===== src/rtl/laneswitch_ctrl.sv =====
// rtl/laneswitch_ctrl.sv - ping-pong ownership controller driving the laneswitch memory mux
// Hands the shared buffer between producer (lane 0) and consumer (lane 1) once it has gone quiet.
module laneswitch_ctrl #(
    parameter int QUIET_CYCLES = 2,
    parameter int TIMEOUT      = 1024,
    parameter int CNT_WIDTH    = 16
) (
    input  logic                 clk,
    input  logic                 reset_n,
    input  logic                 active,
    input  logic                 fault,
    input  logic                 lane0_done,
    input  logic                 lane1_done,
    input  logic                 clear_err,
    output logic                 switch,
    output logic                 lane0_grant,
    output logic                 lane1_grant,
    output logic                 draining,
    output logic [CNT_WIDTH-1:0] swap_count,
    output logic                 protocol_err,
    output logic                 timeout_err,
    output logic                 fault_err
);

    // quiet_cnt only ever holds 0..QUIET_CYCLES-1
    localparam int QW = (QUIET_CYCLES < 2) ? 1 : $clog2(QUIET_CYCLES);

    typedef enum logic [1:0] {OWN0, DRAIN0, OWN1, DRAIN1} state_t;

    state_t                state;
    logic [QW-1:0]         quiet_cnt;
    logic [CNT_WIDTH-1:0]  tmo_cnt;
    logic                  in_drain;
    logic                  quiet_done;
    logic                  tmo_hit;
    logic                  proto_set;

    always_comb begin
        in_drain   = (state == DRAIN0) || (state == DRAIN1);
        quiet_done = in_drain && !active && (quiet_cnt == QW'(QUIET_CYCLES - 1));
        tmo_hit    = (TIMEOUT != 0) && in_drain && (tmo_cnt == CNT_WIDTH'(TIMEOUT));
        proto_set  = 1'b0;
        case (state)
            OWN0:    proto_set = lane1_done;
            OWN1:    proto_set = lane0_done;
            default: proto_set = lane0_done | lane1_done;
        endcase
    end

    always_ff @(posedge clk or negedge reset_n) begin
        if (!reset_n) begin
            state        <= OWN0;
            switch       <= 1'b0;
            lane0_grant  <= 1'b1;
            lane1_grant  <= 1'b0;
            draining     <= 1'b0;
            quiet_cnt    <= '0;
            tmo_cnt      <= '0;
            swap_count   <= '0;
            protocol_err <= 1'b0;
            timeout_err  <= 1'b0;
            fault_err    <= 1'b0;
        end else begin
            // set beats clear when both happen in the same cycle
            protocol_err <= (protocol_err & ~clear_err) | proto_set;
            timeout_err  <= (timeout_err  & ~clear_err) | tmo_hit;
            fault_err    <= (fault_err    & ~clear_err) | fault;

            case (state)
                OWN0: if (lane0_done) begin
                    state       <= DRAIN0;
                    lane0_grant <= 1'b0;
                    draining    <= 1'b1;
                    quiet_cnt   <= '0;
                    tmo_cnt     <= '0;
                end
                OWN1: if (lane1_done) begin
                    state       <= DRAIN1;
                    lane1_grant <= 1'b0;
                    draining    <= 1'b1;
                    quiet_cnt   <= '0;
                    tmo_cnt     <= '0;
                end
                default: begin
                    if (quiet_done) begin
                        state       <= (state == DRAIN0) ? OWN1 : OWN0;
                        switch      <= (state == DRAIN0);
                        lane0_grant <= (state == DRAIN1);
                        lane1_grant <= (state == DRAIN0);
                        draining    <= 1'b0;
                        swap_count  <= swap_count + 1'b1;
                        quiet_cnt   <= '0;
                        tmo_cnt     <= '0;
                    end else begin
                        quiet_cnt <= active ? '0 : quiet_cnt + 1'b1;
                        if (tmo_cnt != '1)
                            tmo_cnt <= tmo_cnt + 1'b1;
                    end
                end
            endcase
        end
    end

    a_grant_exclusive: assert property (@(posedge clk) disable iff (!reset_n)
        !(lane0_grant && lane1_grant));
    a_switch_on_drain_exit: assert property (@(posedge clk) disable iff (!reset_n)
        $changed(switch) |-> $past(draining));
    a_switch_when_quiet: assert property (@(posedge clk) disable iff (!reset_n)
        $changed(switch) |-> !$past(active));

endmodule


===== config.mk =====
export PLATFORM = sky130hd
export DESIGN_NAME = laneswitch_ctrl
export DESIGN_NICKNAME = d
export VERILOG_FILES = /design/src/rtl/laneswitch_ctrl.sv
export SDC_FILE = /design/constraint.sdc
export NUM_CORES = 1
export LEC_CHECK = 0
export ABC_CLOCK_PERIOD_IN_PS = 3600
export BUFFER_PORTS_ARGS = -buffer_cell sky130_fd_sc_hd__buf_2
export CAP_MARGIN = 0
export CORE_MARGIN = 1
export CORE_UTILIZATION = 61
export CTS_BUF_LIST = sky130_fd_sc_hd__clkbuf_16
export CTS_CLUSTER_DIAMETER = 200
export CTS_CLUSTER_SIZE = 20
export DETAILED_ROUTE_END_ITERATION = 10
export PLACE_DENSITY = 0.84
export REMOVE_ABC_BUFFERS = 1
export SYNTH_ARGS = -nofsm -noshare
export SYNTH_HDL_FRONTEND = slang
export SYNTH_SLANG_ARGS = --single-unit
export TNS_END_PERCENT = 50

===== constraint.sdc =====
create_clock -name clk -period 3.6 [get_ports clk]
set_clock_uncertainty 0.05 [all_clocks]
set_input_delay 0.72 -clock clk [delete_from_list [all_inputs] [get_ports clk]]
set_output_delay 0.72 -clock clk [all_outputs]
set_load 0.1 [all_outputs]

---- After elaboration in Yosys (flattened, before gate mapping) ----
Index checks and enable logic that the tools add are counted.
cells by class
  add/sub/neg operators ................... 3
  $mul .................................... 0
  div/mod/pow operators ................... 0
  $lt $le $gt $ge ......................... 0
  equal/unequal tests ..................... 7
  shift operators ......................... 0
  multiplexer cells ....................... 24
  bitwise gates (word level) .............. 11
  reduce and logical (&&, ||, !) cells .... 17
operators with widths
  cell                                              count
  two-way mux 16 bit                                4
  adder 16 x 1 -> 16 bit (second input constant)    2
  case mux 16 bit (2 select lines)                  1
  == test 16 x 11 -> 1 bit (second input constant)  1
  inequality test 16 bit (second input constant)    1
  AND reduction 3 bit                               4
  case mux 1 bit (2 select lines)                   5
  two-way mux 1 bit                                 9
  two-way mux 2 bit                                 4
  == test 2 bit (second input constant)             2
  inequality test 2 bit (second input constant)     2
  NOT 1 bit                                         4
  bitwise OR 1 bit                                  4
  case mux 2 bit (2 select lines)                   1
  AND reduction 2 bit                               2
  nonzero test 2 bit                                2
  nonzero test 4 bit                                1
  bitwise AND 1 bit                                 3
  logical AND 1 bit                                 3
  nonzero test 3 bit                                1
  == test 2 x 1 -> 1 bit (second input constant)    1
  zero test 2 bit                                   1
  OR reduction 2 bit                                1
  adder 1 bit (second input constant)               1
  other kinds (2)                                   2
storage, ports and cells
  register bits after elaboration ......... 42
  latch bits .............................. 0
  memory bits (writable) .................. 0
  ROM bits ................................ 0
  bits of input ports ..................... 7
  output and inout bits ................... 23
  word-level logic and storage cells ...... 73
  memories kept ........................... 0

---- Logic depth before layout (Yosys ltp) ----
Gate-level depths: netlist (run 1).
  depth in word-level cells ............... 6
  mapped depth ............................ 8
  gate-level depth less buffers ........... 7

---- Worst setup path after synthesis (run 1) ----
No wires, ideal clock.
  kind .................................... reg2reg
  from .................................... register state[0]
  to ...................................... register swap_count[10]
  setup time .............................. 0.159 ns
  data arrival time ....................... 2.528 ns
  data required time ...................... 3.391 ns
  slack ................................... 0.863 ns
  stages on the path, launching flop included .. 8
  path buffers ............................ 0
  clock period less this slack ............ 2.737 ns
  cell sequence ........................... dfrtp_1 inv_1 ha_1 or2_4 nor4_4 and3_1 nand2_1 xnor2_1
on the way
  word-level cells in the longest chain between the ends .. 5
  elaborated cells on any way between the ends .. 10
  classes of those cells .................. eq/ne: 3; bitwise: 1; reduce/logical: 6
RTL lines
  item                                                            RTL line  source
  from (decl)                                                     30        state_t state;
  from (signal assigned)                                          86        state <= (state == DRAIN0) ? OWN1 : OWN0;
  == test 2 x 1 -> 1 bit / == test 2 bit (equally long branches)  39        in_drain = (state == DRAIN0) || (state == DRAIN1);
  logical OR 1 bit                                                39
  logical AND 1 bit (2 in a row)                                  40        quiet_done = in_drain && !active && (quiet_cnt == QW'(QUIET_CYCLES - 1));
  AND reduction 2 bit (no line) (*)                               n/a
  to (signal assigned)                                            91        swap_count <= swap_count + 1'b1;
  to (decl)                                                       19        output logic [CNT_WIDTH-1:0] swap_count,
Mark *: on every way between the ends. The rest lies on a longest branch, timed or not.
A chain may end at the register's enable or synchronous reset.

---- Worst setup path in the final report (run 1) ----
  from .................................... register state[0]
  to ...................................... register switch
on the way
  word-level cells in the longest chain between the ends .. 5
  elaborated cells on any way between the ends .. 10
  classes of those cells .................. eq/ne: 3; bitwise: 1; reduce/logical: 6
RTL lines
  item                                                            RTL line  source
  == test 2 x 1 -> 1 bit / == test 2 bit (equally long branches)  39, 87
  logical OR 1 bit                                                39
  logical AND 1 bit (2 in a row)                                  40
  AND reduction 2 bit (no line)                                   n/a
  to (signal assigned)                                            87        switch <= (state == DRAIN0);
  to (decl)                                                       15        output logic switch,
Several ways; a longest one is shown, not always the timed one.

==> impl_results.md, run 1 <==
- Vias in the first global route: 1613
- Synth cell count leaders: dfrtp_1 (40), nand2_1 (27), nor2_1 (17)
- Top-count cell post-synth: dfrtp_1
- WP data required: around 3.7 ns
- Detailed Place HPWL: between 3000 and 4000 um
- FP Rows: 21
- Die Y-Extent: 61.5 um
- Max_cap viols: 0
- Slew HR: 0.418
- Total gr overflow: 0
- Pwr Density: around 800 mW/mm^2
- Hold-fix buffers, CTS: 0
- Vias per cell: around 6
- Setup TNS: 0 ns
- Global placer's final weighted congestion: ~0.9
- WP data arrival: about 2.3 ns
- Crit. End Element: flip-flop
- Area growth, synth to finish: 17.3%
- Drt first-iter violations: ~130
- Post-synth EDFFs: 0
- First-pass GRT wire length: around 7300 um
- Final Hold Viols: 0
- Largest net degree at the start of global routing: between 40 and 50
- CTS sink count: a little over 40
- Worst-path maximum fanout: 6
- Max Root-Sink Buffers: 2
- Post-CTS Setup Repair Bufs: 0
- Synth unique cells: 44
- Die W: just over 60 um
- Final period util: 0.603
- Synth area leader: dfrtp_1
- DR WL/cell: between 15 and 20 um
- Detailed Routing Iterations Pass 1: 5
- Post-CTS sizing: 0
- Synth warn: 0
- Fin worst setup slack: between 1 and 1.5 ns
- Worst vdd ir: around 890 uV
- Clk Latency, worst-skew pair: about 0.28 ns
- ANT cells: 0
- Multi-input logic area: ~0.0011 sq mm
- Initial antenna violation count: 0
- CTS tree: yes
- Synth Cell Area: 0.00216 sq mm
- FF/Latch Area: around 0.0010 sq mm
- Clock Tree Root: clkbuf_16
- Share of synthesized flip-flops with an asynchronous set or reset: 1.00
- RSZ-0062 raised after global routing: no
- Final setup violation count: 0
- R2R cell count: 5
- Total Power: between 2 and 2.5 mW
- Yosys top cell area share: 0.463
- Post-route antenna net violation count: 0
- Worst Max-Slew Pin Slew: roughly 0.87 ns
- Util after Layout: 0.753
- # IOs: 30
- Detailed-route DRC error count: 0
- Total CTS buffers: 5
- Final #Nets: 266
- H-tree levels: 2
- Syn avg cell area: 9.82 sq um
- Filler cell count: roughly 240
- Setup CP Type: reg -> reg
- Via count: ~1800
- Lkg Pwr: 1.18 nW
- WL final: about 4600 um
- Worst-path clk slew: 0.06 ns
- Die ar.: 0.00378 sq mm
- Max Slew Vio Count: 0
- Sequential element share of the synthesized area: 0.476
- Layout cells sized above 1: 0.198
- Starting Density: 0.642
- Fmax: 461 MHz
- Synth Register Bits: roughly 40
- Tmin final: ~2.2 ns
- Placeable Area: 0.00336 sq mm
- Pre-CTS setup slack: around 1.4 ns
- Overall Global Routing Usage: 0.267
- Hold WC Path Type: reg -> reg
- Hold path cells: 1
- Worst Setup Start Kind: flip-flop
- Cells after synthesis: 220
- Status: finished, final reports clean
- Ranking of synthesized cells by area: dfrtp_1 (46%), nand2_1 (4.7%), ha_1 (4.1%), xnor2_1 (4.1%), xor2_1 (3.2%)
- PortBufs: 29
- Ys flop type: dfrtp_1
## cells by family (layout without fill, tap and decap cells)
group           count (synthesis)  after routing  share of synthesized area
buf+inv                         9             42                     0.0174
mux                             5              5                     0.0261
fa+ha+maj                       7              7                     0.0406
flops                          41             41                      0.476
compound gates                 40             40                      0.121
simple gates                  100            100                      0.247
xor+xnor                       18             18                     0.0730
## where the power goes
part           switching, mW  internal (mW)  total [mW]
sequential            0.0829          0.539       0.621
clock                  0.173          0.396       0.568
combinational          0.634          0.201       0.835
total                  0.889           1.14        2.02
## worst max-delay path: stages, from the launching register on
cell,delay [ns]
dfrtp_1,0.41
inv_1,0.13
ha_1,0.28
or2_4,0.29
nor3_1,0.50
mux2_2,0.40
## per-layer routing
metal,vias to the layer above,track usage,part of all wire
met2,78,0.433,0.47
li1,867,-,-
met1,843,0.357,0.44
met4,0,0.0762,0.014
met3,8,0.0651,0.068
met5,-,0,0
## final cells by class
class	count	area share
timing repair buffer	29	0.0573
clock buffer	5	0.0494
tap	46	0.0227
clock inverter	3	0.0257
sequential	41	0.405
multi-input combinational	170	0.432
inverter	5	0.00741
## cells in the final DEF (no fill, tap or decap), types with 3 or more instances in the layout
| master | synthesis | layout |
|---|---|---|
| nor2_2 | 3 | 3 |
| buf_2 | 2 | 29 |
| and3_1 | 10 | 10 |
| nor2_1 | 17 | 17 |
| or3_1 | 3 | 3 |
| clkbuf_16 | 0 | 5 |
| o31ai_1 | 3 | 3 |
| xnor2_1 | 10 | 10 |
| o21ai_0 | 8 | 8 |
| nand2_1 | 27 | 27 |
| and4_1 | 3 | 3 |
| a31oi_1 | 5 | 5 |
| nand3_1 | 10 | 10 |
| nand4_1 | 8 | 8 |
| nor3_1 | 6 | 6 |
| mux2_2 | 5 | 5 |
| inv_1 | 5 | 5 |
| a21oi_1 | 8 | 8 |
| ha_1 | 7 | 7 |
| dfrtp_1 | 40 | 40 |
| xor2_1 | 8 | 8 |
## state kept, by name (all words and copies together) (netlist names)
name	count
fault_err	1
quiet_cnt	1
timeout_err	1
protocol_err	1
state	2
lane0_grant	1
switch	1
lane1_grant	1
tmo_cnt	16
swap_count	16
## metrics by stage
stage	cell area [sq um]	hold WS (ns)	std cells
4_1_cts	2530	0.424	299
5_1_grt	2530	0.446	299
2_1_floorplan	2140	0.374	216
6_report	2530	0.416	299
3_3_place_gp	2340	0.404	291
3_5_place_dp	2340	0.414	291
## path summary, 6_finish.rpt
path / start / to / slack, ns
max: state[0] / switch / 1.43
min: swap_count[15] / swap_count[15] / 0.42
max reg2reg: state[0] / switch / 1.43
min reg2reg: swap_count[15] / swap_count[15] / 0.42
max in group asynchronous: reset_n / swap_count[2] / 2.45
min in group asynchronous: reset_n / swap_count[5] / 0.51
Note: power is estimated with default switching activity, not from simulation.
==> run 2, diff against run 1 <==
--- a/config.mk
+++ b/config.mk
@@ -5,16 +5,17 @@
 export SDC_FILE = /design/constraint.sdc
 export NUM_CORES = 1
 export LEC_CHECK = 0
-export ABC_CLOCK_PERIOD_IN_PS = 3600
+export ABC_AREA = 1
+export ABC_CLOCK_PERIOD_IN_PS = 2100
 export BUFFER_PORTS_ARGS = -buffer_cell sky130_fd_sc_hd__buf_2
 export CAP_MARGIN = 0
 export CORE_MARGIN = 1
-export CORE_UTILIZATION = 61
+export CORE_UTILIZATION = 57
 export CTS_BUF_LIST = sky130_fd_sc_hd__clkbuf_16
 export CTS_CLUSTER_DIAMETER = 200
 export CTS_CLUSTER_SIZE = 20
 export DETAILED_ROUTE_END_ITERATION = 10
-export PLACE_DENSITY = 0.84
+export PLACE_DENSITY = 0.79
 export REMOVE_ABC_BUFFERS = 1
 export SYNTH_ARGS = -nofsm -noshare
 export SYNTH_HDL_FRONTEND = slang
==> constraint.sdc (replaced) <==
create_clock -name clk -period 2.1 [get_ports clk]
set_clock_uncertainty 0.05 [all_clocks]
set_input_delay 0.42 -clock clk [delete_from_list [all_inputs] [get_ports clk]]
set_output_delay 0.42 -clock clk [all_outputs]
set_load 0.1 [all_outputs]
==> run 2 against run 1 <==
Compared with the run above: routed wire length is 11% higher; cell area is 7.9% higher; synthesized cell count is 32% higher; combinational power is 64% higher; largest cell class unchanged.
==> impl_results.md, run 2 <==
- Vias per cell: approximately 5.4
- Pre-CTS setup slack: 0.159 ns
- Worst-path maximum fanout: 17
- FP Rows: 22
- Post-CTS Setup Repair Bufs: 0
- Synth warn: 0
- Fin cells: roughly 380
- Hold WC Path Type: in -> reg
- ANT cells: 0
- Lkg Pwr: 1.29 nW
- Detailed Place HPWL: 3830 um
- Top Registers: swap_count (16), tmo_cnt (16), state (2)
- Gr busiest metal: met2
- Worst Path Buf+Inv: 3
- PortBufs: 29
- Synth cell count leaders: nand2_1 (69), dfrtp_1 (40), nor2_1 (34), inv_1 (28), nand3_1 (19)
- Crit. End Element: flip-flop
- Die W: around 66 um
- Tmin final: 1.89 ns
- Setup CP Type: reg -> reg
- Max_cap viols: 0
- Cells after synthesis: 290
- Die ar.: 0.00439 sq mm
- CP top delay family: simple AND/OR/NAND/NOR gates
- R2R setup slack: between 0.2 and 0.25 ns
- Total CTS buffers: 5
- Final #Nets: 345
- Ranking of synthesized cells by area: dfrtp_1 (43%), nand2_1 (11%), nor2_1 (5.4%), inv_1 (4.5%), nand3_1 (4.0%)
- Overall Global Routing Usage: 0.263
- H-tree levels: 2
- Slowest cell on crit path: dfrtp_1
- Final period util: 0.900
- Worst Max-Slew Pin Slew: ~0.5 ns
- Global placer's final weighted congestion: 0.907
- Post-synth EDFFs: 0
- Yosys top cell area share: 0.425
- # IOs: 30
- Post-route antenna net violation count: 0
- Synth Register Bits: between 40 and 50
- Leading cell type in the layout, fill and taps excluded: nand2_1
- Share of synthesized flip-flops with an asynchronous set or reset: 1.00
- CTS sink count: around 40
- Detailed-route DRC error count: 0
- Fin worst setup slack: 0.210 ns
- WL final: between 5000 and 6000 um
- Sequential element share of the synthesized area: 0.436
- Status: finished, final reports clean
- Final setup violation count: 0
- Synth unique cells: 30
- Worst-path clk slew: 0.06 ns
- Starting Density: 0.620
- Hold Startpoint: fault
- Total Power: around 3.1 mW
- First-pass GRT wire length: 8600 um
- Worst Setup Start Kind: flip-flop
- Die Y-Extent: approximately 66 um
- Layout cells sized above 1: 0.215
- Largest net degree at the start of global routing: 18
- Synth Cell Area: about 0.0024 sq mm
- Met3 Resource Use GR: 0.0448
- Max Root-Sink Buffers: 2
- Reg2reg end: tmo_cnt[5]
- Initial antenna violation count: 0
- Top-count cell post-synth: nand2_1
- Worst stage delay on the critical path: slightly above 0.4 ns
- Syn avg cell area: between 8 and 9 sq um
- Placed insts: ~370
- Drt first-iter violations: between 150 and 200
- Filler cell count: between 200 and 300
- Clk Latency, worst-skew pair: 0.28 ns
- Met1 Track Usage GR: 0.360
- RSZ-0062 raised after global routing: no
- WP data arrival: ~2 ns
- Vias in the first global route: 1851
- Max Slew Vio Count: 0
- Final Hold Viols: 0
- Hold path cells: 2
- CP Depth: 11
- Fmax: around 530 MHz
- Slew HR: 0.678
- Ys flop type: dfrtp_1
- WP data required: around 2.2 ns
- Pwr Density: 1140 mW/mm^2
- Total gr overflow: 0
- Detailed Routing Iterations Pass 1: 5
- Synth area leader: dfrtp_1
- Hold Path Sink: fault_err
- DR WL/cell: 13.4 um
- Placeable Area: 0.00380 sq mm
- Crit-path cells: inv_1 > ha_1 > inv_1 > nand2_1 > nand3_2 > nand2_1 > nand2_2 > nand2_4 > inv_1 > nand2_1 > o21ai_0
- Area growth, synth to finish: 16.1%
- Met2 GRT Util: 0.417
- Most frequent cells in the layout: nand2_1 (69), dfrtp_1 (39), nor2_1 (34), buf_2 (29), inv_1 (28)
- Via count: ~2000
- R2R cell count: 11
- Clock Tree Root: clkbuf_16
- Worst vdd ir: about 650 uV
- Final hold slack: a little over 0.3 ns
- CTS tree: yes
- FF-to-FF Start: state[1]
==> run 2: cell types whose count changed after synthesis, moves of 6 or more <==
| cell | previous run | this run |
|---|---|---|
| nand2_1 | 27 | 69 |
| o21ai_0 | 8 | 15 |
| nand3_1 | 10 | 19 |
| and3_1 | 10 | 0 |
| inv_1 | 5 | 28 |
| nor2_1 | 17 | 34 |
| o21ai_2 | 0 | 8 |
| nand2_2 | 0 | 6 |
==> run 2: layout make-up <==
type                    instances  area (sq um)  share of cell area
inverters                      32           120              0.0439
clock inverters                 2          11.3             0.00412
well taps                      48          60.1              0.0220
multi-input cells             215          1190               0.435
repair buffers                 36           200              0.0732
clock buffers                   5           125              0.0458
flip-flops and latches         41          1030               0.376
==> run 2: worst max path at each step <==
stage | startpoint | endpoint | slack, ns
floorplan | state[0] | tmo_cnt[5] | -0.64
global placement | state[1] | tmo_cnt[5] | 0.25
detailed placement | state[0] | swap_count[15] | 0.16
CTS | state[0] | swap_count[15] | 0.16
global route | state[1] | tmo_cnt[14] | 0.02
finish | state[1] | tmo_cnt[5] | 0.21
==> run 2: per-stage QoR <==
stage | instance area [sq um] | TNS [ns] | util
2_1_floorplan | 2340 | -17.46 | -
3_3_place_gp | 2590 | 0 | 0.681
3_5_place_dp | 2590 | 0 | 0.681
4_1_cts | 2730 | 0 | 0.719
5_1_grt | 2730 | 0 | 0.720
6_report | 2730 | 0 | 0.720
==> run 2: kinds of logic after synthesis <==
logic type	synth area share
buf+inv	0.0590
xor+xnor	0.0632
compound gates	0.0919
simple gates	0.312
flops	0.436
fa+ha+maj	0.0372
==> run 2: timing repair <==
item                                    4_1_cts  5_1_grt
hold buffers                                  1        0
gates resized for setup                       0        1
endpoints found under the setup margin        0        1
endpoints found under the hold margin        14        0
==> run 2: routing by layer <==
| metal | wire length (um) | up-vias |
|---|---|---|
| met5 | 0 | - |
| met4 | 93 | 0 |
| met3 | 237 | 12 |
| met2 | 2310 | 69 |
| met1 | 2430 | 936 |
| li1 | - | 1026 |
==> run 2: power breakdown <==
group,switching (mW),internal (mW)
Combinational,1.06,0.316
Clock,0.297,0.429
Sequential,0.109,0.900
==> run 3, diff against run 2 <==
--- a/config.mk
+++ b/config.mk
@@ -5,8 +5,7 @@
 export SDC_FILE = /design/constraint.sdc
 export NUM_CORES = 1
 export LEC_CHECK = 0
-export ABC_AREA = 1
-export ABC_CLOCK_PERIOD_IN_PS = 2100
+export ABC_AREA = 0
 export BUFFER_PORTS_ARGS = -buffer_cell sky130_fd_sc_hd__buf_2
 export CAP_MARGIN = 0
 export CORE_MARGIN = 1
==> run 3 against run 2 <==
Compared with the run above: combinational power increased by 17%; global-route usage decreased by 0.075 points; clock-buffer cell count unchanged; clock power increased by 18%; flip-flop and latch count unchanged; worst hold slack got worse by 0.26 ns; sequential share of layout area increased by 1.6 points; sequential power increased by 6%; die area decreased by 8.1%; final cell count decreased by 19%; via count decreased by 9.0%; non-clock buffer count increased by 2; critical endpoint is now tmo_cnt[14]; largest power group unchanged.
==> impl_results.md, run 3 (same netlist as run 1, synthesis figures left out) <==
- Placed instance area: about 0.0024 sq mm
- Drt first-iter violations: ~120
- Worst-path maximum fanout: 6
- Area growth, synth to finish: 21.3%
- WP data arrival: 2.15 ns
- Slowest cell on crit path: o21ai_1
- Pre-CTS setup slack: 0.0396 ns
- Largest net degree at the start of global routing: 42
- Detailed Place HPWL: approximately 3400 um
- FF-to-FF Start: state[1]
- Crit. End Element: flip-flop
- PortBufs: 29
- Via count: 1860
- Max Slew Vio Count: 0
- WL final: between 4000 and 5000 um
- Layout cells sized above 1: 0.240
- Final setup violation count: 0
- FP Rows: 21
- Worst-path clk slew: ~0.060 ns
- Vias in the first global route: between 1500 and 2000
- Reg2reg end: tmo_cnt[14]
- Die ar.: ~0.0040 sq mm
- Worst vdd ir: roughly 1300 uV
- Fmax: between 400 and 500 MHz
- Starting Density: 0.623
- Pwr Density: about 1400 mW/mm^2
- CTS tree: yes
- Global placer's final weighted congestion: 0.824
- Final hold slack: between 0.05 and 0.06 ns
- ANT cells: 0
- Lkg Pwr: ~1.2 nW
- Max_cap viols: 0
- Leading cell type in the layout, fill and taps excluded: dfrtp_1
- Setup CP Type: reg -> reg
- Die W: roughly 64 um
- Worst Max-Slew Pin Slew: between 0.4 and 0.5 ns
- Post-route antenna net violation count: 0
- Overall Global Routing Usage: 0.262
- Clk Latency, worst-skew pair: about 0.28 ns
- Most frequent cells in the layout: dfrtp_1 (40), buf_2 (29), nand2_1 (27), nor2_1 (17)
- First-pass GRT wire length: 8180 um
- Crit-path cells: inv_1 > ha_1 > nor2_4 > o21ai_1 > nand2_1 > o311ai_0 > o41ai_1
- Final #Nets: 275
- Die Y-Extent: about 64 um
- Fin worst setup slack: ~0.055 ns
- DR WL/cell: about 16 um
- Placeable Area: about 0.0035 sq mm
- Vias per cell: between 6 and 7
- CP top delay family: compound AO/OA/AOI/OAI gates
- RSZ-0062 raised after global routing: yes
- Worst Path Buf+Inv: 1
- Total gr overflow: 0
- R2R cell count: 7
- Initial antenna violation count: 0
- H-tree levels: 2
- Detailed Routing Iterations Pass 1: 4
- # IOs: 30
- CTS sink count: 41
- WP data required: 2.20 ns
- Worst Setup Start Kind: flip-flop
- Final instance area: approximately 0.0026 sq mm
- R2R setup slack: 0.06 ns
- Tmin final: just over 2 ns
- Top Registers: swap_count (16), tmo_cnt (16), state (2)
- Final period util: 0.974
- Status: finished, final reports clean
- Total Power: ~3.5 mW
- Setup TNS: 0 ns
- Slew HR: 0.677
- Max Root-Sink Buffers: 2
- Detailed-route DRC error count: 0
- Worst stage delay on the critical path: ~0.42 ns
- Total CTS buffers: 5
- Final Hold Viols: 0
- Hold WC Path Type: in -> async
- Clock Tree Root: clkbuf_16
-- run 3: cell type report --
cell class | count | area, sq um
clock buffers | 5 | 125
inverters | 5 | 18.8
clock inverters | 3 | 41.3
multi-input cells | 170 | 1120
flip-flops and latches | 41 | 1030
repair buffers | 38 | 225
well taps | 46 | 57.6
fillers | 257 | 848
-- run 3: report_power, final --
part	total, mW	leakage, nW	switching (mW)	internal [mW]
sequential	1.07	0.545	0.152	0.923
combinational	1.60	0.595	1.15	0.455
clock	0.860	0.0775	0.304	0.556
-- run 3: timing repair --
| action | 4_1_cts | 5_1_grt |
|---|---|---|
| buffers inserted | 0 | 2 |
| gates resized for setup | 0 | 9 |
| hold buffers | 0 | 0 |
| setup endpoints to repair | 0 | 20 |
-- run 3: routing by layer --
metal / GRT usage / vias to the layer above / routed length, um
met5: 0 / - / 0
met2: 0.407 / 63 / 2360
met4: 0.136 / 0 / 111
li1: - / 885 / -
met3: 0.0598 / 13 / 252
met1: 0.340 / 899 / 2120
-- run 3: how the worst max path moves through the flow --
stage / cells after the start / slack (ns) / from / to
6_report: 7 / 0.06 / state[1] / tmo_cnt[14]
5_1_grt: 7 / -0.04 / state[0] / tmo_cnt[9]
3_3_place_gp: 7 / 0.12 / state[0] / swap_count[10]
3_5_place_dp: 7 / 0.04 / state[0] / swap_count[14]
2_1_floorplan: 7 / -0.64 / state[0] / swap_count[10]
4_1_cts: 7 / 0.02 / state[0] / tmo_cnt[9]
-- run 3: through the flow --
| stage | utilization | cells |
|---|---|---|
| final | 0.755 | 308 |
| after global routing | 0.755 | 308 |
| after floorplan | - | 216 |
| after global placement | 0.694 | 298 |
| after CTS | 0.742 | 306 |
| after detailed placement | 0.694 | 298 |
-- run 3: worst register-to-register path, stage by stage (launching register included) --
cell	delay [ns]
dfrtp_1	0.41
inv_1	0.15
ha_1	0.28
nor2_4	0.09
o21ai_1	0.42
nand2_1	0.22
o311ai_0	0.16
o41ai_1	0.13
